`config.mk`:
```
export PLATFORM = sky130hd
export DESIGN_NAME = physics_scheduler
export DESIGN_NICKNAME = d
export VERILOG_FILES = /design/src/rtl/physics_scheduler.sv
export SDC_FILE = /design/constraint.sdc
export NUM_CORES = 1
export LEC_CHECK = 0
export BUFFER_PORTS_ARGS = -buffer_cell sky130_fd_sc_hd__buf_2
export CORE_AREA = 2 2 69 71
export CTS_CLUSTER_SIZE = 16
export DETAILED_ROUTE_END_ITERATION = 8
export DIE_AREA = 0 0 71 73
export PLACE_DENSITY_LB_ADDON = 0.05
export SLEW_MARGIN = 20
export SYNTH_ARGS = -nofsm -noshare
export SYNTH_HDL_FRONTEND = slang
export SYNTH_SLANG_ARGS = --single-unit
export TNS_END_PERCENT = 30
```
`constraint.sdc`:
```
create_clock -name clk -period 4.5 [get_ports clk]
set_clock_uncertainty 0.15 [all_clocks]
set_input_delay 0.675 -clock clk [delete_from_list [all_inputs] [get_ports clk]]
set_output_delay 0.675 -clock clk [all_outputs]
set_load 0.02 [all_outputs]
```
`src/rtl/physics_scheduler.sv`:
```
// Frame-level sequencer: generates the physics tick, latches buttons once per frame,
// steps each particle in order with a per-slot timeout, then pulses a commit.
module physics_scheduler #(
    parameter int unsigned NUM_PARTICLES = 4,
    parameter int unsigned TICK_CYCLES   = 10000,
    parameter int unsigned STEP_TIMEOUT  = 64
) (
    input  logic                     clk,
    input  logic                     reset,
    input  logic                     run,
    input  logic                     btn_left,
    input  logic                     btn_right,
    input  logic                     btn_up,
    input  logic                     btn_down,
    input  logic [NUM_PARTICLES-1:0] step_done,
    output logic [NUM_PARTICLES-1:0] step_en,
    output logic                     btn_left_q,
    output logic                     btn_right_q,
    output logic                     btn_up_q,
    output logic                     btn_down_q,
    output logic                     frame_commit,
    output logic                     busy,
    output logic [15:0]              frame_count,
    output logic                     overrun,
    output logic                     timeout_err
);

    localparam int unsigned IDX_W = (NUM_PARTICLES > 1) ? $clog2(NUM_PARTICLES) : 1;
    localparam int unsigned TMO_W = $clog2(STEP_TIMEOUT + 1);
    localparam int unsigned CNT_W = 16;

    typedef enum logic [2:0] {
        S_IDLE,
        S_LATCH,
        S_ISSUE,
        S_WAIT,
        S_COMMIT
    } state_e;

    state_e                   state_q, state_d;
    logic [IDX_W-1:0]         idx_q, idx_d;
    logic [TMO_W-1:0]         tmo_q, tmo_d;
    logic [CNT_W-1:0]         cnt_q, cnt_d;
    logic                     tick_c;
    logic                     advance_c;
    logic                     set_tmo_c;
    logic [NUM_PARTICLES-1:0] step_en_d;

    // Next-state, tick counter and slot bookkeeping
    always_comb begin
        state_d   = state_q;
        idx_d     = idx_q;
        tmo_d     = tmo_q;
        advance_c = 1'b0;
        set_tmo_c = 1'b0;

        tick_c = run && (cnt_q == CNT_W'(TICK_CYCLES - 1));
        if (!run || (cnt_q == CNT_W'(TICK_CYCLES - 1))) begin
            cnt_d = '0;
        end else begin
            cnt_d = cnt_q + CNT_W'(1);
        end

        case (state_q)
            S_IDLE: begin
                if (tick_c) begin
                    state_d = S_LATCH;
                end
            end
            S_LATCH: begin
                idx_d   = '0;
                state_d = S_ISSUE;
            end
            S_ISSUE: begin
                tmo_d   = '0;
                state_d = S_WAIT;
            end
            S_WAIT: begin
                // A done in the same cycle as the timeout wins
                if (step_done[idx_q]) begin
                    advance_c = 1'b1;
                end else if (tmo_q == TMO_W'(STEP_TIMEOUT - 1)) begin
                    advance_c = 1'b1;
                    set_tmo_c = 1'b1;
                end else begin
                    tmo_d = tmo_q + TMO_W'(1);
                end
                if (advance_c) begin
                    if (idx_q == IDX_W'(NUM_PARTICLES - 1)) begin
                        state_d = S_COMMIT;
                    end else begin
                        idx_d   = idx_q + IDX_W'(1);
                        state_d = S_ISSUE;
                    end
                end
            end
            S_COMMIT: begin
                state_d = S_IDLE;
            end
            default: begin
                state_d = S_IDLE;
            end
        endcase

        step_en_d = (state_d == S_ISSUE) ? (NUM_PARTICLES'(1) << idx_d) : '0;
    end

    // State and registered outputs; outputs track the state being entered
    always_ff @(posedge clk or posedge reset) begin
        if (reset) begin
            state_q      <= S_IDLE;
            idx_q        <= '0;
            tmo_q        <= '0;
            cnt_q        <= '0;
            step_en      <= '0;
            btn_left_q   <= 1'b0;
            btn_right_q  <= 1'b0;
            btn_up_q     <= 1'b0;
            btn_down_q   <= 1'b0;
            frame_commit <= 1'b0;
            busy         <= 1'b0;
            frame_count  <= '0;
            overrun      <= 1'b0;
            timeout_err  <= 1'b0;
        end else begin
            state_q      <= state_d;
            idx_q        <= idx_d;
            tmo_q        <= tmo_d;
            cnt_q        <= cnt_d;
            step_en      <= step_en_d;
            frame_commit <= (state_d == S_COMMIT);
            busy         <= (state_d != S_IDLE);
            if (state_q == S_LATCH) begin
                btn_left_q  <= btn_left;
                btn_right_q <= btn_right;
                btn_up_q    <= btn_up;
                btn_down_q  <= btn_down;
            end
            if (state_q == S_COMMIT) begin
                frame_count <= frame_count + 16'(1);
            end
            if (tick_c && (state_q != S_IDLE)) begin
                overrun <= 1'b1;
            end
            if (set_tmo_c) begin
                timeout_err <= 1'b1;
            end
        end
    end

endmodule

```
==> flow_summary.yaml <==
timing:
  setup_viol_count_final: 0
  rsz0062_at_grt: "no"
  final.setup.tns_ns: 0
  period_needed_ns: 2.097
  fin_hold_ws_ns: 0.3167
  hold_viol_final: 0
  slew-limit-headroom_pct: 55.17
  post-route-period-util_pct: 46.59
  timing.fmax_ghz: 0.4770
  worst_pin_slew_ns: 0.6725
  maxSlewViolCount: 0
power_and_ir_drop:
  power.static_leakage_nw: 1.441
  power.switching_w: 0.0004404
  switching_share_pct: 34.33
  vdd_drop_max_v: 0.0003252
  clk_network_pwr_share_pct: 21.9
  p_comb_share_pct: 27.5
  internal-power_w: 0.0008425
  power_density_mw_per_mm2: 435.6
  seq_power_share_pct: 50.6
yosys:
  ys_warn_count: 0
  syn-num-nets: 262
  synthArstFlopShare_pct: 100.0
  synth.distinct_cells: 44
  synth_area_mm2: 0.002629
  ys.flop_type: "dfrtp_1"
  seq_area_frac_synth_pct: 53.31
  synth.avg_cell_area_um2: 10.60
  synthCells: 248
  postSynthRegisterBits: 56
  synth_enable_flop_cells: 0
place:
  dp_hpwl_mm: 3.194
  finalWeightedCongestion: 0.8340
  place_inst: 330
  count_of_input_and_output_buffers: 38
global_route:
  grt_start_max_net_pins: 57
  global_route_wire_length_before_repair_mm: 8.059
  grt_antenna_before_repair: 0
  grt_pass1_vias: 1747
  globalRoute.totalOverflow: 0
  gr-usage-all-layers_pct: 19.54
final_layout:
  non_filler_instance_count_after_layout: 338
  layout-drive-gt1-share_pct: 20.77
  nets: 297
  fillCellCount: 375
  antenna_cells: 0
  synthToLayoutAreaGrowth_pct: 12.04
clock_network:
  holdBufCountCts: 0
  cts_made_buffers: 5
  max-clock-path-buffers: 2
  clock-root-buffer: "clkbuf_8"
  clk_pin_slew_worst_paths_ns: 0.10
  count_of_instances_resized_after_the_clock_tree_is_built: 0
  h-tree-depth: 2
  tritoncts_clock_tree: "done"
  clock-sinks: 56
  cts.repair_timing.setup_buffer_count: 0
  clk-insertion-delay-late_ns: 0.30
floorplanning:
  fp.dieArea_mm2: 0.005183
  core-area_mm2: 0.004536
  die_h_um: 73
  core.rowCount: 25
  floorplan.initialDensity_pct: 57.96
  io-pin-count: 39
  fp.dieW_um: 71
critical_path:
  worst-r2r-cell-count: 4
  regToRegStartpoint: "idx_q[0]"
  setup.worst_path.class: "reg2reg"
  rrSetupSlack_ns: 2.40
  cp-startpoint: "idx_q[0]"
  critical_path.cell_chain: "mux4_2 > a21o_4 > or4_1 > nand3_1"
  cpMaxStageDelayCell: "mux4_2"
  worstSetupStartpointType: "flop"
  cp_slowest_stage_delay_ns: 0.59
  worst-path-max-fanout: 7
  timing.critical_path.arrival_ns: 2.19
  crit_path_end_kind: "flop"
  timing.critical_path.required_ns: 4.59
  crit-reg2reg-capture: "tmo_q[4]"
  delay_heaviest_family_cp: "simple AND/OR/NAND/NOR gates"
  cp.buffers_inverters: 0
detailed_routing:
  drt_drc: 0
  vias_per_cell: 5.607
  detail_route.wirelength.met1_mm: 2.258
  wire_per_inst_um: 13.51
  drt_pass1_iterations: 4
  routed.top_layer: "met4"
  ant_nets: 0
  met3RoutedLength_um: 254
  via_count: 1895
  detail_route.iter0.violations: 169
  drt_wl_total_mm: 4.568
  met2RoutedLength_mm: 1.993
worst_hold_path:
  worst_hold_path_type: "reg2reg"
  whs_path_depth: 1
  hold-path-endpoint: "frame_count[15]"
  worstHoldStart: "frame_count[15]"
run_status:
  status: "complete, no violations"
run:
  drv.max_cap_violation_count: 0
[registers in the layout (all words and copies together), names as in the netlist]
| name | flops |
|---|---|
| idx_q | 2 |
| btn_right_q | 1 |
| step_en | 4 |
| btn_up_q | 1 |
| tmo_q | 7 |
| overrun | 1 |
| frame_commit | 1 |
| btn_down_q | 1 |
| frame_count | 16 |
| busy | 1 |
| timeout_err | 1 |
| cnt_q | 16 |
| btn_left_q | 1 |
| state_q | 3 |
[power by group through the flow]
stage / registers [W] / clock network, W / logic [W]
after floorplan: 0.000669 / 0 / 0.000245
after global placement: 0.000657 / 0 / 0.000350
after detailed placement: 0.000658 / 0 / 0.000355
after CTS: 0.000648 / 0.000292 / 0.000356
after global routing: 0.000663 / 0.000309 / 0.000391
final: 0.000649 / 0.000281 / 0.000353
[per-layer routing]
metal | vias to the layer above | global-route usage (%)
met3 | 6 | 4.972
li1 | 937 | -
met2 | 52 | 29.49
met1 | 900 | 27.99
met5 | - | 0
met4 | 0 | 6.080
[area by class of cell]
cell class / instances / area (um^2) / share of cell area [%]
Sequential cell: 56 / 1401 / 47.58
Multi-Input combinational cell: 171 / 1147 / 38.96
Timing Repair Buffer: 39 / 197.7 / 6.712
Clock buffer: 7 / 86.33 / 2.931
Tap cell: 54 / 67.56 / 2.294
Inverter: 10 / 37.54 / 1.274
Clock inverter: 1 / 7.507 / 0.2549
[cells by family after synthesis]
| logic type | count (synthesis) | synth area share, % |
|---|---|---|
| AO/OA/AOI/OAI | 28 | 7.758 |
| XOR/XNOR | 27 | 8.996 |
| adder cells (fa/ha/maj) | 3 | 1.428 |
| buffers and inverters | 21 | 3.046 |
| flip-flops | 56 | 53.31 |
| multiplexers | 7 | 3.379 |
| AND/OR/NAND/NOR | 106 | 22.08 |
[how the worst max path moves through the flow]
stage                       to  slack (ns)  cells past startpoint
CTS                   tmo_q[4]        2.40                      4
floorplan           btn_down_q        2.30                      1
global route          cnt_q[6]        2.22                      5
global placement      tmo_q[3]        2.18                      5
detailed placement    tmo_q[4]        2.14                      5
finish                tmo_q[4]        2.40                      4
[cell usage after synthesis (all sizes together), types with 2 or more instances]
cell    instances  area, um^2
dfrtp          56        1401
or3             3       18.77
a21oi           7       35.03
mux2            5       56.30
a21o            2       22.52
ha              3       37.54
clkbuf         10       37.54
o21ai           2       10.01
nand2b          5       31.28
nand3          15       75.07
nor4b           2       17.52
or4             2       15.01
and4            5       45.04
o21bai          3       22.52
xor2           20       175.2
and3            4       25.02
nor3            8       40.04
a211oi          4       30.03
and2            3       18.77
nor2           22       82.58
inv            10       37.54
nor2b           2       12.51
nor3b           5       47.54
nand4           8       50.05
o211ai          3       22.52
xnor2           7       61.31
nand2          18       67.56
[layout by cell type (no fill, tap or decap), types with 2 or more instances in the layout]
master	n
a211oi_1	4
a21oi_1	7
and2_1	3
and3_1	4
and4_1	4
buf_2	38
clkbuf_8	6
dfrtp_1	56
ha_1	3
inv_1	9
mux2_2	5
nand2_1	18
nand2b_1	5
nand3_1	15
nand4_1	8
nor2_1	22
nor2b_1	2
nor3_1	8
nor3b_1	3
nor3b_2	2
nor4b_1	2
o211ai_1	3
o21ai_0	2
o21bai_1	3
or3_1	3
or4_1	2
xnor2_1	7
xor2_1	20
[stage by stage]
stage,utilization [%],cell area (um^2),total power [W],setup WS [ns]
after floorplan,-,2629,0.0009141,2.304
after global placement,62.87,2851,0.001007,2.178
after detailed placement,62.87,2851,0.001013,2.140
after CTS,64.94,2945,0.001296,2.396
after global routing,64.94,2945,0.001364,2.218
final,64.94,2945,0.001283,2.403
[worst reg2reg max path: cells and delay by family (launching register included)]
family,cells,cell delay [ns]
AOI/OAI and AO/OA,1,0.24
and+or+nand+nor,2,0.61
muxes,1,0.59
DFF,1,0.46
Power figures use the tool's default switching activity.
